--- src/rtl/seg7_scan_driver.sv ---
// seg7_scan_driver
//   Drives a 4-digit multiplexed common-anode 7-segment display. A prescaler
//   produces one tick every SCAN_DIV clocks; each tick advances the digit
//   index (0,1,2,3,0...) and registers the anode/segment pattern for that
//   digit. bcd_value is latched once per frame, on the tick where the index
//   wraps 3->0, so all four digits of a frame come from the same value.
//   flash_slow | flash_fast, sampled on each tick, blanks that slot.
//
// Parameters
//   SCAN_DIV    clk cycles per digit slot (>= 2)
//   ACTIVE_LOW  1: an/seg active-low, 0: active-high
//
// Optional feature
//   LEADING_ZERO_BLANK_EN  when defined, leading zero digits 3..1 are blanked
//
// Ports
//   clk         system clock
//   reset       synchronous, active-high
//   bcd_value   {thousands,hundreds,tens,ones} BCD nibbles
//   flash_slow  blank request
//   flash_fast  blank request
//   an          digit enables, an[0] = ones digit
//   seg         segments {g,f,e,d,c,b,a}

module seg7_scan_driver #(
    parameter int SCAN_DIV   = 50000,
    parameter bit ACTIVE_LOW = 1'b1
) (
    input  logic        clk,
    input  logic        reset,
    input  logic [15:0] bcd_value,
    input  logic        flash_slow,
    input  logic        flash_fast,
    output logic [3:0]  an,
    output logic [6:0]  seg
);

    localparam int CW = (SCAN_DIV > 2) ? $clog2(SCAN_DIV) : 1;

    logic [CW-1:0] prescale;
    logic [1:0]    digit_idx;
    logic [15:0]   frame;
    logic          tick;

    logic [1:0]    next_idx;
    logic [15:0]   frame_next;
    logic [3:0]    nibble;
    logic [6:0]    decoded;
    logic          lz_blank;
    logic          blank;
    logic [3:0]    an_active;
    logic [6:0]    seg_active;

    assign tick = (prescale == CW'(SCAN_DIV - 1));

    // Work out what the next slot will show. On the wrapping tick the
    // incoming bcd_value is used directly so digit 0 of a new frame already
    // shows the value that is being latched in the same cycle.
    always_comb begin
        next_idx   = digit_idx + 2'd1;
        frame_next = (digit_idx == 2'd3) ? bcd_value : frame;
        nibble     = frame_next[{next_idx, 2'b00} +: 4];

        case (nibble)
            4'h0:    decoded = 7'h3F;
            4'h1:    decoded = 7'h06;
            4'h2:    decoded = 7'h5B;
            4'h3:    decoded = 7'h4F;
            4'h4:    decoded = 7'h66;
            4'h5:    decoded = 7'h6D;
            4'h6:    decoded = 7'h7D;
            4'h7:    decoded = 7'h07;
            4'h8:    decoded = 7'h7F;
            4'h9:    decoded = 7'h6F;
            default: decoded = 7'h40;
        endcase

`ifdef LEADING_ZERO_BLANK_EN
        // A digit is a leading zero when it and every higher nibble are zero;
        // the ones digit always stays visible.
        case (next_idx)
            2'd3:    lz_blank = (frame_next[15:12] == 4'h0);
            2'd2:    lz_blank = (frame_next[15:8]  == 8'h00);
            2'd1:    lz_blank = (frame_next[15:4]  == 12'h000);
            default: lz_blank = 1'b0;
        endcase
`else
        lz_blank = 1'b0;
`endif

        blank      = flash_fast | flash_slow | lz_blank;
        an_active  = blank ? 4'b0000  : (4'b0001 << next_idx);
        seg_active = blank ? 7'b0000000 : decoded;
    end

    // Prescaler, scan index, frame latch and registered outputs. Everything
    // except the prescaler only moves on a tick.
    always_ff @(posedge clk) begin
        if (reset) begin
            prescale  <= '0;
            digit_idx <= 2'd3;
            frame     <= 16'h0000;
            an        <= {4{ACTIVE_LOW}};
            seg       <= {7{ACTIVE_LOW}};
        end else begin
            prescale <= tick ? '0 : prescale + CW'(1);
            if (tick) begin
                digit_idx <= next_idx;
                frame     <= frame_next;
                an        <= an_active ^ {4{ACTIVE_LOW}};
                seg       <= seg_active ^ {7{ACTIVE_LOW}};
            end
        end
    end

endmodule

--- config.mk ---
export PLATFORM = sky130hd
export DESIGN_NAME = seg7_scan_driver
export DESIGN_NICKNAME = d
export VERILOG_FILES = /design/src/rtl/seg7_scan_driver.sv
export SDC_FILE = /design/constraint.sdc
export NUM_CORES = 1
export LEC_CHECK = 0
export CAP_MARGIN = 20
export CORE_MARGIN = 1
export CORE_UTILIZATION = 49
export DETAILED_ROUTE_END_ITERATION = 8
export PLACE_DENSITY = 0.76
export REMOVE_ABC_BUFFERS = 1
export SYNTH_ARGS = -nofsm -noshare
export SYNTH_HDL_FRONTEND = slang
export SYNTH_SLANG_ARGS = --single-unit
export TNS_END_PERCENT = 1
--- constraint.sdc ---
create_clock -name clk -period 2.6 [get_ports clk]
set_input_delay 0.39 -clock clk [delete_from_list [all_inputs] [get_ports clk]]
set_output_delay 0.39 -clock clk [all_outputs]
set_load 0.1 [all_outputs]
# Yosys cells after proc, flatten, opt, wreduce, memory -nomap -nowiden
# Memory sizes are Yosys's and may differ from the RTL's.
# Index checks and enable logic that the tools add are counted.
# totals
reg_bits,45
latchBits,0
ram_bits,0
rom_bits,112
inputBits,20
out_inout_bits,11
word_cells,19
n_memories,1
# memory_table
name,words,word_bits,rd,rd_clocked_by_memory_dff,write_ports,line_no,text
(name not given),16,7,1,0,0,64,case (nibble)
# op_classes
addsub,2
n_mul,0
div_mod_pow,0
magnitude_cmp,0
n_eq_ne,2
shift,2
n_mux,3
n_bitwise,3
n_reduce_logical,1
# ops
cell,n
"16-bit by 1-bit adder with 16-bit output, second input constant",1
"16-bit == test, second input constant",1
16-bit two-way mux,1
16-bit by 5-bit indexed part select with 4-bit output,1
7-bit two-way mux,1
7-bit inverter,1
4-bit two-way mux,1
4-bit inverter,1
"1-bit by 2-bit left shift with 4-bit output, first input constant",1
"2-bit by 1-bit adder with 2-bit output, second input constant",1
"2-bit == test, second input constant",1
2-bit OR reduction,1
1-bit OR,1

# Logic depth before layout (Yosys ltp)
# Gate-level depths: netlist of the first run.
# An unclocked memory read counts as a cell.
# depth
word_depth,6
ltp_mapped,11
ltp_nobuf,9

# Least setup slack after synthesis of the first run
# Ideal clock, no wire load.
# synth_path
path_type,flip-flop to flip-flop
start,reg digit_idx[0]
end,reg seg[3]
setup_time_ns,0.086
t_arrival_ns,2.479
required_ns,2.514
path_slack_ns,0.035
path_stages_with_launch,9
n_path_buf,2
period_less_slack_ns,2.565
cell_sequence,dfxtp_1 -> ha_1 -> buf_2 -> buf_2 -> mux4_2 -> mux2i_1 -> ha_1 -> or2_2 -> a211oi_1
# synth_via
elab_chain_len,6
word_cells_on_any_way,7
cone_classes,add/sub: 1; eq/ne: 1; shift: 1; mux: 2; bitwise: 1; memory: 1
# synth_lines
element,line_no,text
"start, declared",41,logic [1:0] digit_idx;
"start signal, assigned",108,digit_idx <= next_idx;
2-bit == test,61,frame_next = (digit_idx == 2'd3) ? bcd_value : frame;
16-bit two-way mux,61,
16-bit by 5-bit indexed part select with 4-bit output *,62,"nibble = frame_next[{next_idx, 2'b00} +: 4];"
memory 16 x 7 bit *,--,
7-bit two-way mux *,93,seg_active = blank ? 7'b0000000 : decoded;
7-bit inverter (no source line) *,--,
"end signal, assigned",104,seg <= {7{ACTIVE_LOW}};
"end signal, assigned",111,seg <= seg_active ^ {7{ACTIVE_LOW}};
"end, declared",35,output logic [6:0] seg
# Mark *: on every way between the ends. The rest lies on a longest branch, timed or not.
# A chain may end at the register's enable or synchronous reset.

# Final worst setup path of the first run
# layout_path
start,reg digit_idx[1]
end,reg seg[3]
# Same word-level chain as after synthesis.

==> summary.txt, run 1 <==
crit path time final = 2.45 ns
Post-Synth Adder-Cell Area = 0.0615
main combinational cell family by area after synthesis = simple AND/OR/NAND/NOR gates
Tightest Pin Transition = 0.441 ns
post-route cell area = 0.00269 mm²
max-cap viol count = 0
clk buf depth = 2
Post-Synth Simple-Gate Area = 0.231
CTS tree = yes
GRT overflow = 0
status = finished clean
RSZ-0062 raised after global routing = false
core region area = 0.00438 mm²
total leakage power = 1.02 nW
Pwr Total = 1.25 mW
fmax = 0.407 GHz
Seq/Total Area, Yosys = 0.403
power density cells = 464 mW/mm²
hold crit path type = reg2reg
Slew HR = 0.706
Initial DRC Count = 135
first-pass GRT wire length = 7.41 mm
Post-Synth XOR/XNOR Area = 0.0587
CTS sink cnt = 45
DRT Pass-1 Iters = 4
DRC errors left = 0
met1 WL = 2.03 mm
WL/cell = 12.8 µm
dpl cells = 318
vias per cell = 5.36
fin. max-slew vios = 0
yosys warns = 0
met2 routed WL = 1.98 mm
proportion of synthesized area in mux cells = 0.132
max layer used = met4
fin nets = 304
Post-synth EDFFs = 0
Fillers = 378
GPL Wtd Cong = 0.840
CP Capture Type = flip-flop
multi-input logic area = 0.00125 mm²
pin count of the biggest net entering global routing = 26
die width = 69.6 µm
vias in the first global route = 1731
FP Rows = 24
Die ar. = 0.00484 mm²
Synth cell types = 36
Hold Slack = 0.451 ns
post-route clock period utilization = 0.944
Initial Util = 0.510
ANT nets after route = 0
Clock Latency Late Sink = 0.30 ns
Total GRT Usage = 0.191
final wirelength = 4.19 mm
clock skew = 0.0124 ns
WP data required = 2.82 ns
PortBufs = 30
Syn Inst Count = 239
CP arrival = 2.67 ns
DP Wirelength = 3.05 mm
IO Pins = 31
CTS Buf Count = 5
metal3 WL = 130 µm
H-tree Lvls = 2
post-synthesis area per instance = 9.36 µm²
via count = 1747
initial antenna violation count = 0
Seq cells post-synth = 45
DIE HEIGHT = 69.6 µm
ANT cells = 0
Max FO, Critical Path = 14
Hold Vio Cnt, Final = 0
Worst-path clk slew = 0.09 ns
Async SR Flop Fraction = 0
final design utilization = 0.613
ys flop type = dfxtp_1
share of cells above drive strength 1 = 0.168
storage element area = 902 µm²
final cell count without fillers = 326
compound-cell area share of the yosys netlist = 0.0744
Area Growth Syn to Fin = 20.1%
# setup viols final = 0
area of the mapped netlist = 0.00224 mm²
dpl cell area = 0.00259 mm²
CP Class = reg2reg
Clock Tree Root = clkbuf_8
Max IR drop VDD = 0.000233 V
critical path startpoint category = flip-flop
report_power, final:
| part | total, mW | switching [mW] | internal, mW |
|---|---|---|---|
| combinational | 0.0884 | 0.0389 | 0.0496 |
| sequential | 0.696 | 0.00365 | 0.692 |
| clock | 0.463 | 0.247 | 0.216 |
| total | 1.25 | 0.289 | 0.958 |
layout by cell type (no fill, tap or decap), drive strengths merged, types with 3 or more instances in the layout:
cell type | netlist | layout
dfxtp | 45 | 45
nor2 | 36 | 36
nand2 | 33 | 33
a21oi | 19 | 19
clkdlybuf4s50 | 0 | 19
buf | 8 | 19
ha | 11 | 11
nand3 | 10 | 10
mux2i | 10 | 10
inv | 8 | 8
mux4 | 8 | 8
xnor2 | 8 | 8
xor2 | 7 | 7
a211oi | 6 | 6
clkbuf | 3 | 6
nor3 | 6 | 6
nor4 | 3 | 3
cell usage after synthesis, types with 2 or more instances:
library cell,instances,share of area
dfxtp_1,45,0.40
xor2_1,7,0.027
clkbuf_1,3,0.0050
or4_4,2,0.010
mux4_2,8,0.081
xnor2_1,8,0.031
buf_2,5,0.011
inv_1,8,0.013
mux2i_1,9,0.040
nand4_1,2,0.0056
a21oi_1,19,0.043
nor4_4,2,0.019
o211ai_1,2,0.0067
a211oi_1,6,0.020
nand3_1,10,0.022
nor3_1,5,0.011
nand2_1,32,0.054
ha_1,11,0.062
nor2_1,36,0.060
nand4b_1,2,0.0078
and3_1,2,0.0056
critical path, stage by stage (launching register included):
cell	delay [ns]
dfxtp_2	0.37
ha_1	0.20
buf_12	0.16
mux4_2	0.51
mux2_2	0.29
inv_1	0.11
ha_1	0.25
or2_2	0.29
a211oi_1	0.18
cells by family after synthesis:
group / count (synthesis)
AOI/OAI and AO/OA: 28
xor gates and xnor gates: 15
adders and majority gates: 11
buffers and inverters: 19
DFF: 45
muxes: 19
and+or+nand+nor: 102
what timing repair did:
| item | in CTS | in global routing |
|---|---|---|
| resized for setup | 0 | 1 |
| hold buffers | 0 | 0 |
| endpoints found under the hold margin | 0 | 0 |
| endpoints found under the setup margin | 0 | 1 |
| buffers inserted | 0 | 0 |
registers in the layout, indices dropped and copies added, names as in the netlist:
register,flops
seg,7
prescale,16
digit_idx,2
frame,16
an,4
final cells by class:
| cell class | instances | area share |
|---|---|---|
| clock buffer | 6 | 0.0307 |
| tap | 52 | 0.0242 |
| sequential | 45 | 0.336 |
| clock inverter | 2 | 0.00512 |
| multi-input combinational | 175 | 0.464 |
| inverter | 8 | 0.0112 |
| timing repair buffer | 38 | 0.129 |
final timing paths:
kind	cells past startpoint	end	start	slack [ns]
min	2	frame[8]$_SDFFE_PP0N_	frame[8]$_SDFFE_PP0N_	0.45
max	8	seg[3]$_SDFFE_PP1N_	digit_idx[1]$_SDFFE_PP1N_	0.15
max reg2reg	8	seg[3]$_SDFFE_PP1N_	digit_idx[1]$_SDFFE_PP1N_	0.15
min reg2reg	2	frame[8]$_SDFFE_PP0N_	frame[8]$_SDFFE_PP0N_	0.45
layer usage:
layer  up-vias  track usage
met1       825        0.247
met5         -            0
met4         0       0.0680
met2        26        0.311
met3         6       0.0436
li1        890            -
through the flow:
step | setup TNS (ns) | setup slack, ns
3_5_place_dp | 0 | 0.0920
3_3_place_gp | 0 | 0.129
2_1_floorplan | -1.57 | -0.400
4_1_cts | 0 | 0.0863
5_1_grt | 0 | 0.0439
6_report | 0 | 0.145
Power figures use the tool's default switching activity.
==> run 2, diff against run 1 <==
--- a/config.mk
+++ b/config.mk
@@ -9,6 +9,7 @@
 export CORE_MARGIN = 1
 export CORE_UTILIZATION = 49
 export DETAILED_ROUTE_END_ITERATION = 8
+export HOLD_SLACK_MARGIN = 0.1
 export PLACE_DENSITY = 0.76
 export REMOVE_ABC_BUFFERS = 1
 export SYNTH_ARGS = -nofsm -noshare
==> results of run 2 <==
The final DEF is identical to that of run 1; final timing and power are the same.
==> run 3, diff against run 2 <==
--- a/config.mk
+++ b/config.mk
@@ -15,4 +15,3 @@
 export SYNTH_ARGS = -nofsm -noshare
 export SYNTH_HDL_FRONTEND = slang
 export SYNTH_SLANG_ARGS = --single-unit
-export TNS_END_PERCENT = 1
==> results of run 3 <==
The final DEF is identical to that of run 1; final timing and power are the same.
